$ cat src/rtl/operand_sweep.sv
// Operand sweep generator: steps a 6-bit index across the A1/A2/A3 operands of a 2-bit logic stage.
// Define OPERAND_SWEEP_A3_EN to sweep all 64 vectors (A3 live); otherwise 16 vectors with A3 tied to 0.
module operand_sweep #(
  parameter int HOLD_CYCLES = 1
) (
  input  logic       clk,
  input  logic       rst,
  input  logic       start,
  input  logic       abort,
  input  logic       step,
  output logic [1:0] A1,
  output logic [1:0] A2,
  output logic [1:0] A3,
  output logic       valid,
  output logic       busy,
  output logic       done,
  output logic [5:0] idx
);

`ifdef OPERAND_SWEEP_A3_EN
  localparam logic [5:0] LAST = 6'd63;
`else
  localparam logic [5:0] LAST = 6'd15;
`endif
  localparam logic [7:0] CNT_MAX = 8'(HOLD_CYCLES - 1);

  typedef enum logic [1:0] {IDLE, RUN, DONE} state_t;

  state_t     state, state_nxt;
  logic [7:0] cnt, cnt_nxt;
  logic [5:0] idx_nxt;
  logic       valid_nxt, busy_nxt, done_nxt;
  logic       beat_end;

  assign beat_end = step && (cnt == CNT_MAX);

  always_ff @(posedge clk) begin
    if (rst) state <= IDLE;
    else     state <= state_nxt;
  end

  always_comb begin
    state_nxt = state;
    case (state)
      IDLE: if (start && !abort) state_nxt = RUN;
      RUN: begin
        if (abort)                        state_nxt = IDLE;
        else if (beat_end && idx == LAST) state_nxt = DONE;
      end
      DONE: begin
        if (abort)      state_nxt = IDLE;
        else if (start) state_nxt = RUN;
      end
      default: state_nxt = IDLE;
    endcase
  end

  // Next-value logic for the registered outputs; abort always lands on an all-zero IDLE.
  always_comb begin
    idx_nxt   = idx;
    cnt_nxt   = cnt;
    valid_nxt = valid;
    busy_nxt  = busy;
    done_nxt  = done;
    case (state)
      IDLE, DONE: begin
        if (abort) begin
          idx_nxt = '0; cnt_nxt = '0; valid_nxt = 1'b0; busy_nxt = 1'b0; done_nxt = 1'b0;
        end else if (start) begin
          idx_nxt = '0; cnt_nxt = '0; valid_nxt = 1'b1; busy_nxt = 1'b1; done_nxt = 1'b0;
        end else if (state == IDLE) begin
          idx_nxt = '0; cnt_nxt = '0; valid_nxt = 1'b0; busy_nxt = 1'b0; done_nxt = 1'b0;
        end
      end
      RUN: begin
        if (abort) begin
          idx_nxt = '0; cnt_nxt = '0; valid_nxt = 1'b0; busy_nxt = 1'b0; done_nxt = 1'b0;
        end else if (beat_end) begin
          cnt_nxt = '0;
          if (idx == LAST) begin
            valid_nxt = 1'b0; busy_nxt = 1'b0; done_nxt = 1'b1;
          end else begin
            idx_nxt = idx + 6'd1;
          end
        end else if (step) begin
          cnt_nxt = cnt + 8'd1;
        end
      end
      default: begin
        idx_nxt = '0; cnt_nxt = '0; valid_nxt = 1'b0; busy_nxt = 1'b0; done_nxt = 1'b0;
      end
    endcase
  end

  always_ff @(posedge clk) begin
    if (rst) begin
      idx   <= '0;
      cnt   <= '0;
      valid <= 1'b0;
      busy  <= 1'b0;
      done  <= 1'b0;
    end else begin
      idx   <= idx_nxt;
      cnt   <= cnt_nxt;
      valid <= valid_nxt;
      busy  <= busy_nxt;
      done  <= done_nxt;
    end
  end

  // Operands are plain slices of the registered index.
  assign A2 = idx[1:0];
  assign A1 = idx[3:2];
`ifdef OPERAND_SWEEP_A3_EN
  assign A3 = idx[5:4];
`else
  assign A3 = 2'b00;
`endif

endmodule

$ cat config.mk
export PLATFORM = sky130hd
export DESIGN_NAME = operand_sweep
export DESIGN_NICKNAME = d
export VERILOG_FILES = /design/src/rtl/operand_sweep.sv
export SDC_FILE = /design/constraint.sdc
export NUM_CORES = 1
export LEC_CHECK = 0
export ABC_CLOCK_PERIOD_IN_PS = 4700
export CORE_MARGIN = 4
export CORE_UTILIZATION = 55
export CTS_CLUSTER_SIZE = 28
export DETAILED_ROUTE_END_ITERATION = 7
export HOLD_SLACK_MARGIN = 0.12
export PLACE_DENSITY_LB_ADDON = 0.2
export REMOVE_ABC_BUFFERS = 1
export SLEW_MARGIN = 5
export SYNTH_ARGS = -nofsm -noshare
export SYNTH_HDL_FRONTEND = slang
export SYNTH_SLANG_ARGS = --single-unit
$ cat constraint.sdc
create_clock -name clk -period 4.7 [get_ports clk]
set_input_delay 0.47 -clock clk [delete_from_list [all_inputs] [get_ports clk]]
set_output_delay 0.47 -clock clk [all_outputs]
set_load 0.05 [all_outputs]
==> flow_metrics.py <==
metrics = {
    "outcome": {
        "outcome": "finished, final reports clean",
    },
    "power": {
        "power.switching_fraction_pct": 25.0,
        "seq_power_share_pct": 55.4,
        "post-layout-total-power_mw": 0.279,
        "power_per_cell_area_nw_per_um2": 227,
        "clock_power_share_pct": 35.4,
        "internal_power_mw": 0.209,
        "worst_ir_drop_vdd_mv": 0.164,
        "total_leakage_power_nw": 0.393,
        "comb_power_share_pct": 9.2,
        "total_switching_power_mw": 0.0696,
    },
    "clock_tree": {
        "post-cts-setup-buffer-count": 0,
        "htree_levels": 1,
        "cts_tree": "yes",
        "hold_buffers": 0,
        "numClockSinks": 18,
        "clkSlewWorstSetupHoldPaths_ns": 0.10,
        "post_cts_resized": 0,
        "cts_buffer_depth": 2,
        "cts-root-buf": "sky130_fd_sc_hd__clkbuf_4",
        "cts_inserted_buffers": 3,
        "clock_insertion_delay_worst_skew_ns": 0.30,
    },
    "sta": {
        "timing.final.crit_share_pct": 47.9,
        "maxSlewHeadroom_pct": 31.8,
        "final-setup-viol-count": 0,
        "setup-tns-final_ns": 0,
        "worst_pin_slew_ns": 1.02,
        "achievable_freq_mhz": 444,
        "finalCriticalPeriod_ns": 2.25,
        "report.final.hold_viol_count": 0,
        "final.setup_skew_ns": 0.00562,
        "unrepaired_setup_endpoints_after_global_routing": "no",
        "final.setup.worst_slack_ns": 2.45,
        "final-max-slew-violation-count": 0,
    },
    "critical_path": {
        "endpoint_kind": "flop",
        "worst-setup-path-type": "in2reg",
        "arrival_ns": 2.48,
        "crit-reg2reg-capture": "cnt[7]",
        "crit_path_start": "abort",
        "start_kind": "primary input",
        "ff2ff_setup_slack_ns": 2.76,
        "worst-endpoint-required_ns": 4.93,
        "worstPathMaxFanout": 13,
        "reg2regPathDepth": 3,
        "reg2reg_from": "state[1]",
        "crit_end": "cnt[7]",
    },
    "place": {
        "dp_worst_setup_slack_ns": 2.17,
        "buffer_ports.inserted": 17,
        "dp.cells": 154,
        "gp_routability_congestion": 0.840,
        "detailed_placer_s_ending_hpwl_um": 1570,
        "placedInstanceArea_um2": 1190,
    },
    "drt": {
        "via_per_inst": 6.01,
        "antenna_violating_nets_post_route": 0,
        "dr_total_vias": 949,
        "route.final.wire_length_um": 2210,
        "wl_per_cell_um": 14.0,
        "drt-pass1-iter-count": 4,
        "drt_drc_violations_left": 0,
        "first_iter_violations": 21,
    },
    "yosys": {
        "synth_flop_cell": "sky130_fd_sc_hd__dfxtp_1",
        "ys_types": 46,
        "ys_seq_area_share_pct": 33.4,
        "synthesis.instances": 123,
        "count_of_flip_flops_with_a_built_in_enable_after_synthesis": 0,
        "synth.cell_area_um2": 1080,
        "flop_and_latch_count_out_of_synthesis": 18,
        "synthArstFlopShare_pct": 0,
        "syn-mean-instance-area_um2": 8.77,
        "yosysWarnings": 0,
    },
    "global_routing": {
        "grt_first_pass_wirelength_um": 3820,
        "grt_overflow": 0,
        "grt_max_degree": 14,
        "grt.total_usage_pct": 18.4,
        "via_count_of_the_first_global_routing_pass": 856,
        "antenna_violations_before_repair": 0,
    },
    "finish": {
        "layout-drive-gt1-share_pct": 9.77,
        "final-seq-area_um2": 360,
        "n_fill_cell": 158,
        "insertedDiodeCount": 0,
        "fin_cells": 158,
        "layout.cells.most_common_list": "sky130_fd_sc_hd__dfxtp_1, sky130_fd_sc_hd__clkdlybuf4s50_1, sky130_fd_sc_hd__nand3_1, sky130_fd_sc_hd__nand2_1",
        "final_design_area_no_fill_um2": 1230,
        "multi_input_area_um2": 618,
        "most_frequent_standard_cell_in_the_layout_excluding_fill_and_tap_cells": "sky130_fd_sc_hd__dfxtp_1",
        "area_growth_syn_to_layout_pct": 14.2,
        "final_net_count": 142,
    },
    "hold_path": {
        "hold-path-cell-count": 2,
        "hp-class": "reg2reg",
        "holdCritStartpoint": "cnt[7]",
    },
    "floorplanning": {
        "rows": 15,
        "die_x_um": 52.3,
        "die-area_um2": 2730,
        "effective_utilization_at_floorplan_pct": 60.5,
        "die_h_um": 52.3,
        "floorplan.core_area_um2": 1780,
        "ioPinCount": 20,
    },
    "run": {
        "drv_cap": 0,
    },
}
==> logic make-up (layout without fill, tap and decap cells) <==
logic type / Yosys count / after routing / synth area share [%]
mux: 1 / 1 / 0.928
simple gates: 53 / 53 / 30.7
buf+inv: 16 / 25 / 10.2
fa+ha+maj: 3 / 3 / 3.48
xor+xnor: 5 / 5 / 4.06
compound gates: 26 / 26 / 16.8
other cells: 1 / 2 / 0.348
flops: 18 / 18 / 33.4
==> through the flow <==
step	util, %	hold WS [ns]
after floorplan	-	0.447
after global placement	67.0	0.467
after detailed placement	67.0	0.487
after CTS	69.1	0.507
after global routing	69.1	0.548
final	69.1	0.508
==> worst max-delay path: stages <==
cell and delay (ns):
sky130_fd_sc_hd__clkdlybuf4s50_1 0.54, sky130_fd_sc_hd__nor4b_2 0.92, sky130_fd_sc_hd__o21bai_1 0.35, sky130_fd_sc_hd__a21oi_1 0.19
==> routing by layer <==
layer	part of all wire, %	wire length [µm]	GRT usage (%)
met5	0	0	0
met4	1.7	37	8.51
met3	5.3	118	2.85
met2	44	962	27.3
met1	49	1090	25.9
==> sequential cells by signal (all words and copies together) (netlist names) <==
name	cells
done	1
idx	6
state	2
busy	1
cnt	8
==> power groups by stage <==
stage / Clock (mW) / Sequential, mW / Combinational (mW)
floorplan: 0 / 0.161 / 0.0123
global placement: 0 / 0.158 / 0.0250
detailed placement: 0 / 0.158 / 0.0255
CTS: 0.0996 / 0.155 / 0.0256
global route: 0.104 / 0.155 / 0.0277
finish: 0.0987 / 0.155 / 0.0257
==> final cells by class <==
class / instances / area share [%]
multi-input cells: 90 / 50.2
clock buffers: 4 / 2.95
inverters: 4 / 1.22
well taps: 25 / 2.54
repair buffers: 17 / 13.8
flip-flops and latches: 18 / 29.3
==> worst min path at each step <==
stage and end:
4_1_cts cnt[7], 6_report cnt[7], 5_1_grt cnt[7], 2_1_floorplan cnt[7], 3_5_place_dp cnt[7], 3_3_place_gp cnt[7]
==> cell usage after synthesis, types with 2 or more instances <==
library cell               instances  area share (%)
sky130_fd_sc_hd__ha_1              3             3.5
sky130_fd_sc_hd__dfxtp_1          18              33
sky130_fd_sc_hd__xnor2_1           5             4.1
sky130_fd_sc_hd__nor3_1            2            0.93
sky130_fd_sc_hd__buf_4             7             4.9
sky130_fd_sc_hd__or3_1             2             1.2
sky130_fd_sc_hd__nand4_1           2             1.2
sky130_fd_sc_hd__nor4_1            2             1.2
sky130_fd_sc_hd__nor2_1            8             2.8
sky130_fd_sc_hd__inv_1             4             1.4
sky130_fd_sc_hd__nand2_1           9             3.1
sky130_fd_sc_hd__or4_1             2             1.4
sky130_fd_sc_hd__a31oi_1           5             2.9
sky130_fd_sc_hd__a211oi_1          4             2.8
sky130_fd_sc_hd__a21oi_1           8             3.7
sky130_fd_sc_hd__nor4b_1           4             3.2
sky130_fd_sc_hd__nand3_1           9             4.2
Power figures use the tool's default switching activity.
